$ cat src/rtl/fetch_ctrl_pkg.sv
// Shared types and constants for the handshaked instruction fetch controller.
// Optional misaligned-target trapping is enabled with `define MISALIGN_TRAP_EN.
package fetch_pkg;

   typedef enum logic [1:0] {
      S_BOOT,
      S_REQ,
      S_WAIT
   } fetch_state_t;

   localparam logic [31:0] NOP_INSTR = 32'h0000_0013;
   localparam logic [31:0] PC_STEP   = 32'd4;

   // Clears the byte-offset bits so every fetch address lands on a word boundary
   function automatic logic [31:0] word_align(input logic [31:0] addr);
      return addr & ~(PC_STEP - 32'd1);
   endfunction

endpackage

$ cat src/rtl/fetch_ctrl_if.sv
// Instruction-memory request/response and decode-buffer handshake bundle.
// The trap line only exists when MISALIGN_TRAP_EN is defined.
interface fetch_ctrl_if;

   logic        imem_req;
   logic [31:0] imem_addr;
   logic        imem_ready;
   logic        imem_rvalid;
   logic [31:0] imem_rdata;

   logic        instr_valid;
   logic [31:0] instr;
   logic [31:0] instr_pc;
   logic        instr_ready;
   logic        branch;
   logic        zero_flag;
   logic [31:0] imm;
   logic        jump;
   logic [31:0] jump_target;
`ifdef MISALIGN_TRAP_EN
   logic        trap;
`endif

   // The fetch controller drives requests and the decode buffer
   modport master (
      input  imem_ready,
      input  imem_rvalid,
      input  imem_rdata,
      input  instr_ready,
      input  branch,
      input  zero_flag,
      input  imm,
      input  jump,
      input  jump_target,
`ifdef MISALIGN_TRAP_EN
      output trap,
`endif
      output imem_req,
      output imem_addr,
      output instr_valid,
      output instr,
      output instr_pc
   );

   modport slave (
      output imem_ready,
      output imem_rvalid,
      output imem_rdata,
      output instr_ready,
      output branch,
      output zero_flag,
      output imm,
      output jump,
      output jump_target,
`ifdef MISALIGN_TRAP_EN
      input  trap,
`endif
      input  imem_req,
      input  imem_addr,
      input  instr_valid,
      input  instr,
      input  instr_pc
   );

endinterface

$ cat src/rtl/fetch_ctrl_next_pc_sel.sv
// Resolves the redirect for the instruction decode is consuming and picks the next PC.
// With MISALIGN_TRAP_EN a misaligned taken target diverts to TRAP_VEC and raises trap.
module next_pc_sel
   import fetch_pkg::*;
#(
`ifdef MISALIGN_TRAP_EN
   parameter logic [31:0] TRAP_VEC = 32'h0000_0100
`endif
) (
   input  logic        i_consume,
   input  logic        i_branch,
   input  logic        i_zero_flag,
   input  logic [31:0] i_imm,
   input  logic        i_jump,
   input  logic [31:0] i_jump_target,
   input  logic [31:0] i_instr_pc,
   input  logic [31:0] i_pc_q,
`ifdef MISALIGN_TRAP_EN
   output logic        o_trap,
`endif
   output logic        o_taken,
   output logic [31:0] o_next_pc
);

   logic [31:0] w_target;
`ifdef MISALIGN_TRAP_EN
   logic        w_misalign;
`endif

   // Decode inputs only matter in the consume cycle, so taken is gated by consume
   always_comb begin
      o_taken  = i_consume & (i_jump | (i_branch & i_zero_flag));
      w_target = i_jump ? i_jump_target : (i_instr_pc + i_imm);
`ifdef MISALIGN_TRAP_EN
      w_misalign = (w_target[1:0] != 2'b00);
      o_trap     = o_taken & w_misalign;
      o_next_pc  = i_pc_q;
      if (o_taken) begin
         o_next_pc = w_misalign ? TRAP_VEC : w_target;
      end
`else
      o_next_pc = o_taken ? word_align(w_target) : i_pc_q;
`endif
   end

endmodule

$ cat src/rtl/fetch_ctrl.sv
// Handshaked PC sequencer: one outstanding imem request, a one-entry decode buffer.
// Define MISALIGN_TRAP_EN to redirect misaligned branch/jump targets to TRAP_VEC.
module fetch_ctrl
   import fetch_pkg::*;
#(
   parameter logic [31:0] RESET_VEC = 32'h0000_0000
`ifdef MISALIGN_TRAP_EN
   ,
   parameter logic [31:0] TRAP_VEC  = 32'h0000_0100
`endif
) (
   input  logic         clk,
   input  logic         rst,
   fetch_ctrl_if.master bus
);

   fetch_state_t r_state;
   fetch_state_t w_next_state;

   logic [31:0] r_pc_q;
   logic        r_instr_valid;
   logic [31:0] r_instr;
   logic [31:0] r_instr_pc;

   logic        w_consume;
   logic        w_taken;
   logic [31:0] w_next_pc;
   logic        w_imem_req;
   logic        w_accept;
   logic        w_capture;
`ifdef MISALIGN_TRAP_EN
   logic        w_trap;
`endif

   assign w_consume = r_instr_valid & bus.instr_ready;

   next_pc_sel #(
`ifdef MISALIGN_TRAP_EN
      .TRAP_VEC      (TRAP_VEC)
`endif
   ) u_next_pc_sel (
      .i_consume     (w_consume),
      .i_branch      (bus.branch),
      .i_zero_flag   (bus.zero_flag),
      .i_imm         (bus.imm),
      .i_jump        (bus.jump),
      .i_jump_target (bus.jump_target),
      .i_instr_pc    (r_instr_pc),
      .i_pc_q        (r_pc_q),
`ifdef MISALIGN_TRAP_EN
      .o_trap        (w_trap),
`endif
      .o_taken       (w_taken),
      .o_next_pc     (w_next_pc)
   );

   // A new request may share the cycle in which decode drains the buffer
   always_comb begin
      w_next_state = r_state;
      w_imem_req   = 1'b0;
      case (r_state)
         S_BOOT: begin
            w_next_state = S_REQ;
         end
         S_REQ: begin
            w_imem_req = ~r_instr_valid | w_consume;
            if (w_imem_req && bus.imem_ready) begin
               w_next_state = S_WAIT;
            end
         end
         S_WAIT: begin
            if (bus.imem_rvalid) begin
               w_next_state = S_REQ;
            end
         end
         default: begin
            w_next_state = S_BOOT;
         end
      endcase
   end

   assign w_accept  = w_imem_req & bus.imem_ready;
   assign w_capture = (r_state == S_WAIT) & bus.imem_rvalid;

   always_ff @(posedge clk or posedge rst) begin
      if (rst) begin
         r_state <= S_BOOT;
      end else begin
         r_state <= w_next_state;
      end
   end

   // pc_q runs one word ahead of the outstanding fetch; a redirect without an accept parks the target
   always_ff @(posedge clk or posedge rst) begin
      if (rst) begin
         r_pc_q <= RESET_VEC;
      end else if (r_state == S_REQ) begin
         if (w_accept) begin
            r_pc_q <= w_next_pc + PC_STEP;
         end else if (w_taken) begin
            r_pc_q <= w_next_pc;
         end
      end
   end

   // Responses arriving outside S_WAIT (e.g. stale after reset) never reach the buffer
   always_ff @(posedge clk or posedge rst) begin
      if (rst) begin
         r_instr_valid <= 1'b0;
         r_instr       <= NOP_INSTR;
         r_instr_pc    <= RESET_VEC;
      end else if (w_capture) begin
         r_instr_valid <= 1'b1;
         r_instr       <= bus.imem_rdata;
         r_instr_pc    <= r_pc_q - PC_STEP;
      end else if (w_consume) begin
         r_instr_valid <= 1'b0;
      end
   end

   assign bus.imem_req    = w_imem_req;
   assign bus.imem_addr   = w_next_pc;
   assign bus.instr_valid = r_instr_valid;
   assign bus.instr       = r_instr;
   assign bus.instr_pc    = r_instr_pc;
`ifdef MISALIGN_TRAP_EN
   assign bus.trap        = w_trap;
`endif

endmodule

$ cat src/flat_wrapper.sv
// flat-port wrapper written by rule: the top's interface ports become plain ports
module fetch_ctrl_flat import fetch_pkg::*;
#(
   parameter logic [31:0] RESET_VEC = 32'h0000_0000

)
  (clk, rst, bus_imem_ready, bus_imem_rvalid, bus_imem_rdata, bus_instr_ready, bus_branch, bus_zero_flag, bus_imm, bus_jump, bus_jump_target, bus_imem_req, bus_imem_addr, bus_instr_valid, bus_instr, bus_instr_pc);
  fetch_ctrl_if bus_i ();
  input  logic clk;
  input  logic rst;
  input wire logic [$bits(bus_i.imem_ready)-1:0] bus_imem_ready;
  input wire logic [$bits(bus_i.imem_rvalid)-1:0] bus_imem_rvalid;
  input wire logic [$bits(bus_i.imem_rdata)-1:0] bus_imem_rdata;
  input wire logic [$bits(bus_i.instr_ready)-1:0] bus_instr_ready;
  input wire logic [$bits(bus_i.branch)-1:0] bus_branch;
  input wire logic [$bits(bus_i.zero_flag)-1:0] bus_zero_flag;
  input wire logic [$bits(bus_i.imm)-1:0] bus_imm;
  input wire logic [$bits(bus_i.jump)-1:0] bus_jump;
  input wire logic [$bits(bus_i.jump_target)-1:0] bus_jump_target;
  output wire logic [$bits(bus_i.imem_req)-1:0] bus_imem_req;
  output wire logic [$bits(bus_i.imem_addr)-1:0] bus_imem_addr;
  output wire logic [$bits(bus_i.instr_valid)-1:0] bus_instr_valid;
  output wire logic [$bits(bus_i.instr)-1:0] bus_instr;
  output wire logic [$bits(bus_i.instr_pc)-1:0] bus_instr_pc;
  assign bus_i.imem_ready = bus_imem_ready;
  assign bus_i.imem_rvalid = bus_imem_rvalid;
  assign bus_i.imem_rdata = bus_imem_rdata;
  assign bus_i.instr_ready = bus_instr_ready;
  assign bus_i.branch = bus_branch;
  assign bus_i.zero_flag = bus_zero_flag;
  assign bus_i.imm = bus_imm;
  assign bus_i.jump = bus_jump;
  assign bus_i.jump_target = bus_jump_target;
  assign bus_imem_req = bus_i.imem_req;
  assign bus_imem_addr = bus_i.imem_addr;
  assign bus_instr_valid = bus_i.instr_valid;
  assign bus_instr = bus_i.instr;
  assign bus_instr_pc = bus_i.instr_pc;
  fetch_ctrl #(.RESET_VEC(RESET_VEC)) u_core (.clk(clk), .rst(rst), .bus(bus_i));
endmodule
$ cat config.mk
export PLATFORM = sky130hd
export DESIGN_NAME = fetch_ctrl_flat
export DESIGN_NICKNAME = d
export VERILOG_FILES = /design/src/rtl/fetch_ctrl_pkg.sv /design/src/rtl/fetch_ctrl_if.sv /design/src/rtl/fetch_ctrl_next_pc_sel.sv /design/src/rtl/fetch_ctrl.sv /design/src/flat_wrapper.sv
export SDC_FILE = /design/constraint.sdc
export NUM_CORES = 1
export LEC_CHECK = 0
export BUFFER_PORTS_ARGS = -buffer_cell sky130_fd_sc_hd__buf_2
export CELL_PAD_IN_SITES_DETAIL_PLACEMENT = 2
export CELL_PAD_IN_SITES_GLOBAL_PLACEMENT = 2
export CORE_MARGIN = 2
export CORE_UTILIZATION = 27
export DETAILED_ROUTE_END_ITERATION = 8
export MAX_ROUTING_LAYER = met4
export PLACE_DENSITY = 0.7
export SLEW_MARGIN = 5
export SYNTH_ARGS = -nofsm -noshare
export SYNTH_HDL_FRONTEND = slang
export SYNTH_SLANG_ARGS = --single-unit
$ cat constraint.sdc
create_clock -name clk -period 6.68 [get_ports clk]
set_clock_uncertainty 0.2 [all_clocks]
set_input_delay 1.336 -clock clk [delete_from_list [all_inputs] [get_ports clk]]
set_output_delay 1.336 -clock clk [all_outputs]
set_load 0.03 [all_outputs]
# [Yosys cells after proc, flatten, opt, wreduce, memory -nomap -nowiden]
# Index checks and enable logic that the tools add are counted.
[classes] mux=10 addsub=3 n_eq_ne=4 n_bitwise=8 reduce_logical=6
[op_table] cell="32-bit 2-to-1 mux" n=4
[op_table] cell="32-bit by 3-bit adder with 32-bit output, second input constant" n=1
[op_table] cell="32-bit adder" n=1
[op_table] cell="32-bit by 3-bit subtractor with 32-bit output, second input constant" n=1
[op_table] cell="2-bit one-hot mux with 3 select lines" n=1
[op_table] cell="1-bit AND" n=5
[op_table] cell="2-bit 2-to-1 mux" n=2
[op_table] cell="2-bit AND reduction" n=2
[op_table] cell="2-bit nonzero test" n=2
[op_table] cell="1-bit 2-to-1 mux" n=3
[op_table] cell="2-bit by 1-bit equality test with 1-bit output, second input constant" n=1
[op_table] cell="2-bit equality test, second input constant" n=1
[op_table] cell="2-bit zero test" n=1
[op_table] cell="2-bit by 1-bit != test with 1-bit output, second input constant" n=1
[op_table] cell="2-bit != test, second input constant" n=1
[op_table] cell="1-bit OR" n=2
[op_table] cell="1-bit logical AND" n=1
[op_table] cell="1-bit inverter" n=1
[totals] reg_bits=99 wordCells=36 in_bits=104

# [Longest topological paths before layout]
[depth] word_depth=6 ltp_mapped=15 mapped_depth_nobuf=15

# [By module]
# Synthesis repeated with hierarchy kept, for this count alone.
[unflattened] hier_cells=759 area_unflattened_um2=6794.0
[modules_own_cells] module="fetch_ctrl" area_each_um2=4789.6 instances=1 cells_per_inst=458
[modules_own_cells] module="next_pc_sel" area_each_um2=2004.4 instances=1 cells_per_inst=301

# [Least setup slack after synthesis]
# Ideal clock, no wire load.
[synth_path] path_kind="in2out" from="in bus_imm[4]" to="out bus_imem_addr[28]" t_required_ns=5.144 path_stages=10 arrival_time_ns=3.501 setup_slack_ns=1.643 path_cell_list="ha_1 -> buf_6 -> a211oi_2 -> o21bai_2 -> o31ai_1 -> a21oi_1 -> a31oi_1 -> mux2_2 -> o211ai_1 -> o21a_1"
[synth_between] elab_chain_cells=3
[synth_rtl] element="from (decl)" line="flat_wrapper.sv:17" source="input wire logic [$bits(bus_i.imm)-1:0] bus_imm;"
[synth_rtl] element="32-bit adder" line="fetch_ctrl_next_pc_sel.sv:33" source="w_target = i_jump ? i_jump_target : (i_instr_pc + i_imm);"
[synth_rtl] element="32-bit 2-to-1 mux" line="fetch_ctrl_next_pc_sel.sv:33"
[synth_rtl] element="32-bit 2-to-1 mux" line="fetch_ctrl_next_pc_sel.sv:42" source="o_next_pc = o_taken ? word_align(w_target) : i_pc_q;"
[synth_rtl] element="to (decl)" line="flat_wrapper.sv:21" source="output wire logic [$bits(bus_i.imem_addr)-1:0] bus_imem_addr;"
# Every way passes these cells.

# [Worst setup path in the final report]
[layout_path] from="in bus_imm[14]" to="out bus_imem_addr[31]"
# Same word-level chain as after synthesis.

==> impl_metrics.py <==
metrics = {
    "cts": {
        "clk_pin_slew_ps": 70,
        "clk_latency_ps": 370,
        "cts_buffers": 9,
        "cts_hold_buf": 0,
        "cts_sinks": 99,
        "cts.repair.resized": 0,
        "tritoncts": "built",
        "clk_root_buffer_cell": "clkbuf_16",
        "htree_levels": 3,
        "cts_setup_buffers": 0,
        "clk_path_buf_depth": 2,
    },
    "logic_synthesis": {
        "synthAdderAreaFrac": 0.05524,
        "ys_top_cells_by_area": "dfrtp_1 (33%), o21ai_0 (6.0%), nand2_1 (6.0%)",
        "synth_most_common_cell": "nand2_1",
        "async_reset_ff_frac": 1.000,
        "syn_area_sq_um": 7248,
        "synth_mux_area_frac": 0.05852,
        "yosysTopAreaCell": "dfrtp_1",
        "synth_top_family_by_area": "simple AND/OR/NAND/NOR gates",
        "ys.flop_type": "dfrtp_1",
        "synthCells": 844,
        "synth_edf_count": 0,
        "synthSimpleGateAreaFrac": 0.2161,
        "yosys_warnings": 0,
        "synth-seq-cells": 99,
        "synthDistinctLibCells": 79,
        "synth-xor-area-share": 0.08579,
        "synth_common_cells": "nand2_1 (116), dfrtp_1 (96), o21ai_0 (87)",
        "ys_seq_area_frac": 0.3423,
        "syn_nets": 980,
        "yosys.area.top_type_share": 0.3314,
        "synth_compound_area_frac": 0.2061,
        "avgSynthCellArea_sq_um": 8.588,
    },
    "floorplan": {
        "die_x_um": 167.8,
        "dieHeight_um": 167.8,
        "fp.coreArea_sq_um": 26210,
        "start_util": 0.2766,
        "core.rowCount": 59,
        "die_area_sq_um": 28170,
        "io_pins": 202,
    },
    "routing": {
        "drt_first_pass_iters": 4,
        "drtIter0Drc": 246,
        "drc": 0,
        "routed_wl_mm": 28.65,
        "routedWlPerCell_um": 20.94,
        "via_per_inst": 5.195,
        "num_vias": 7107,
        "drtAntennaViolNets": 0,
    },
    "final_layout": {
        "nets": 1157,
        "fin_area_sq_um": 8891,
        "final_cells": 1368,
        "area_growth_pct": 22.67,
        "drive_gt1_frac": 0.2836,
    },
    "placed_design": {
        "place_congestion": 0.8433,
        "dpl_cell_area_sq_um": 8566,
        "portBuffers": 199,
        "dp_cells": 1345,
        "dp_hpwl_mm": 22.36,
    },
    "worst_hold_path": {
        "hold_class": "flip-flop to flip-flop",
        "hold_start": "u_core.r_state[0]",
    },
    "timing": {
        "slew_viol_final": 0,
        "timing.hold.ws_ps": 303.8,
        "fin_setup_tns_ps": 0,
        "fmax_mhz": 166.8,
        "setup_viol": 0,
        "grt_setup_unrepaired": "no",
        "period_minus_slack_ps": 5996,
        "maxSlewHeadroom": 0.3667,
        "period_share": 0.8976,
        "tightestPinTransition_ps": 949.0,
        "hold_viol_final": 0,
    },
    "run_status": {
        "status": "finished, final reports clean",
    },
    "global_route": {
        "grt_pass1_vias": 7860,
        "grt.overflow.total": 0,
        "grt_max_degree": 70,
        "grtUsageTotal": 0.2104,
        "antenna_found_initial": 7,
        "grt_pass1_wl_mm": 44.54,
    },
    "pwr": {
        "powerDensity_nw_per_um2": 478.3,
        "power_leakage_nw": 4.025,
        "vdd_ir_drop_max_v": 0.0001952,
        "p_sw_mw": 2.235,
        "power_frac_clock": 0.136,
        "seq_power_share": 0.256,
        "combPwrFrac": 0.608,
        "swShare": 0.5256,
        "power.total_mw": 4.252,
        "p_int_mw": 2.018,
    },
    "critical_path": {
        "cp-endpoint": "bus_imem_addr[31]",
        "crit_type": "primary input to output pin",
        "endpoint_kind": "output pin",
        "reg2regPathDepth": 12,
        "crit_arrival_ps": 4460,
        "worstSetupStartpoint": "bus_imm[14]",
        "r2r_slack_ps": 2160,
        "r2r_end": "u_core.r_pc_q[28]",
        "crit_required_ps": 5140,
        "r2r_start": "u_core.bus.instr_pc[14]",
        "critPathLaunchType": "primary input",
        "crit_path_max_fanout": 7,
    },
    "run": {
        "drv_cap": 0,
    },
}
-- worst min path at each step --
stage	to	slack, ps	cells past startpoint
after floorplan	u_core.r_state[1]	250	1
after global placement	u_core.r_state[1]	280	1
after detailed placement	u_core.r_state[1]	290	1
after CTS	u_core.r_state[1]	300	1
after global routing	u_core.bus.instr[9]	330	1
final	u_core.r_state[1]	300	1
-- critical path, stage by stage --
cell      delay, ps
buf_2           100
ha_1            380
a21oi_1         250
o21ai_0         180
a21oi_1         400
nand3_1         320
a41oi_1         460
o21ba_2         210
o21bai_1         80
xnor2_1         130
a221o_1         380
buf_2           210
-- state kept, by name, summed over array words and instances, names as in the netlist --
name and count:
u_core.bus.instr 32, u_core.bus.instr_pc 32, u_core.r_pc_q 32, u_core.r_state 2, u_core.bus.instr_valid 1
-- power groups by stage --
stage	clock network, mW	logic (mW)	registers (mW)
2_1_floorplan	0	1.51	1.37
3_3_place_gp	0	2.54	1.09
3_5_place_dp	0	2.59	1.10
4_1_cts	0.595	2.61	1.09
5_1_grt	0.610	2.83	1.14
6_report	0.576	2.59	1.09
-- routing by layer --
| metal | track usage | share of wire |
|---|---|---|
| met3 | 0.04913 | 0.046 |
| met1 | 0.2582 | 0.46 |
| met5 | - | 0 |
| met4 | 0.05180 | 0.016 |
| met2 | 0.3507 | 0.48 |
-- area by class of cell --
class	instances	area, sq um
clock inverters	6	78.83
well taps	335	419.2
flip-flops and latches	99	2481
repair buffers	208	1064
diodes	7	17.52
inverters	21	81.33
fillers	3041	17320
multi-input cells	682	4521
clock buffers	10	229.0
-- logic make-up after synthesis --
logic type	after synthesis
flops	99
buf+inv	63
mux	38
compound gates	239
xor+xnor	71
fa+ha+maj	32
simple gates	302
-- metrics by stage --
stage          utilization  worst slack, ps
2_1_floorplan            -             1643
3_3_place_gp        0.3269            717.2
3_5_place_dp        0.3269            657.0
4_1_cts             0.3386            653.0
5_1_grt             0.3393            484.0
6_report            0.3393            684.0
-- layout by cell type (no fill, tap or decap), types with 20 or more instances in the layout --
| cell | count |
|---|---|
| buf_2 | 199 |
| nand2_1 | 116 |
| dfrtp_1 | 96 |
| o21ai_0 | 87 |
| a21oi_1 | 48 |
| xnor2_1 | 48 |
| nor2_1 | 40 |
| mux2_2 | 35 |
| ha_1 | 32 |
| nor3_1 | 24 |
| xor2_1 | 23 |
| inv_1 | 20 |
Power figures use the tool's default switching activity.
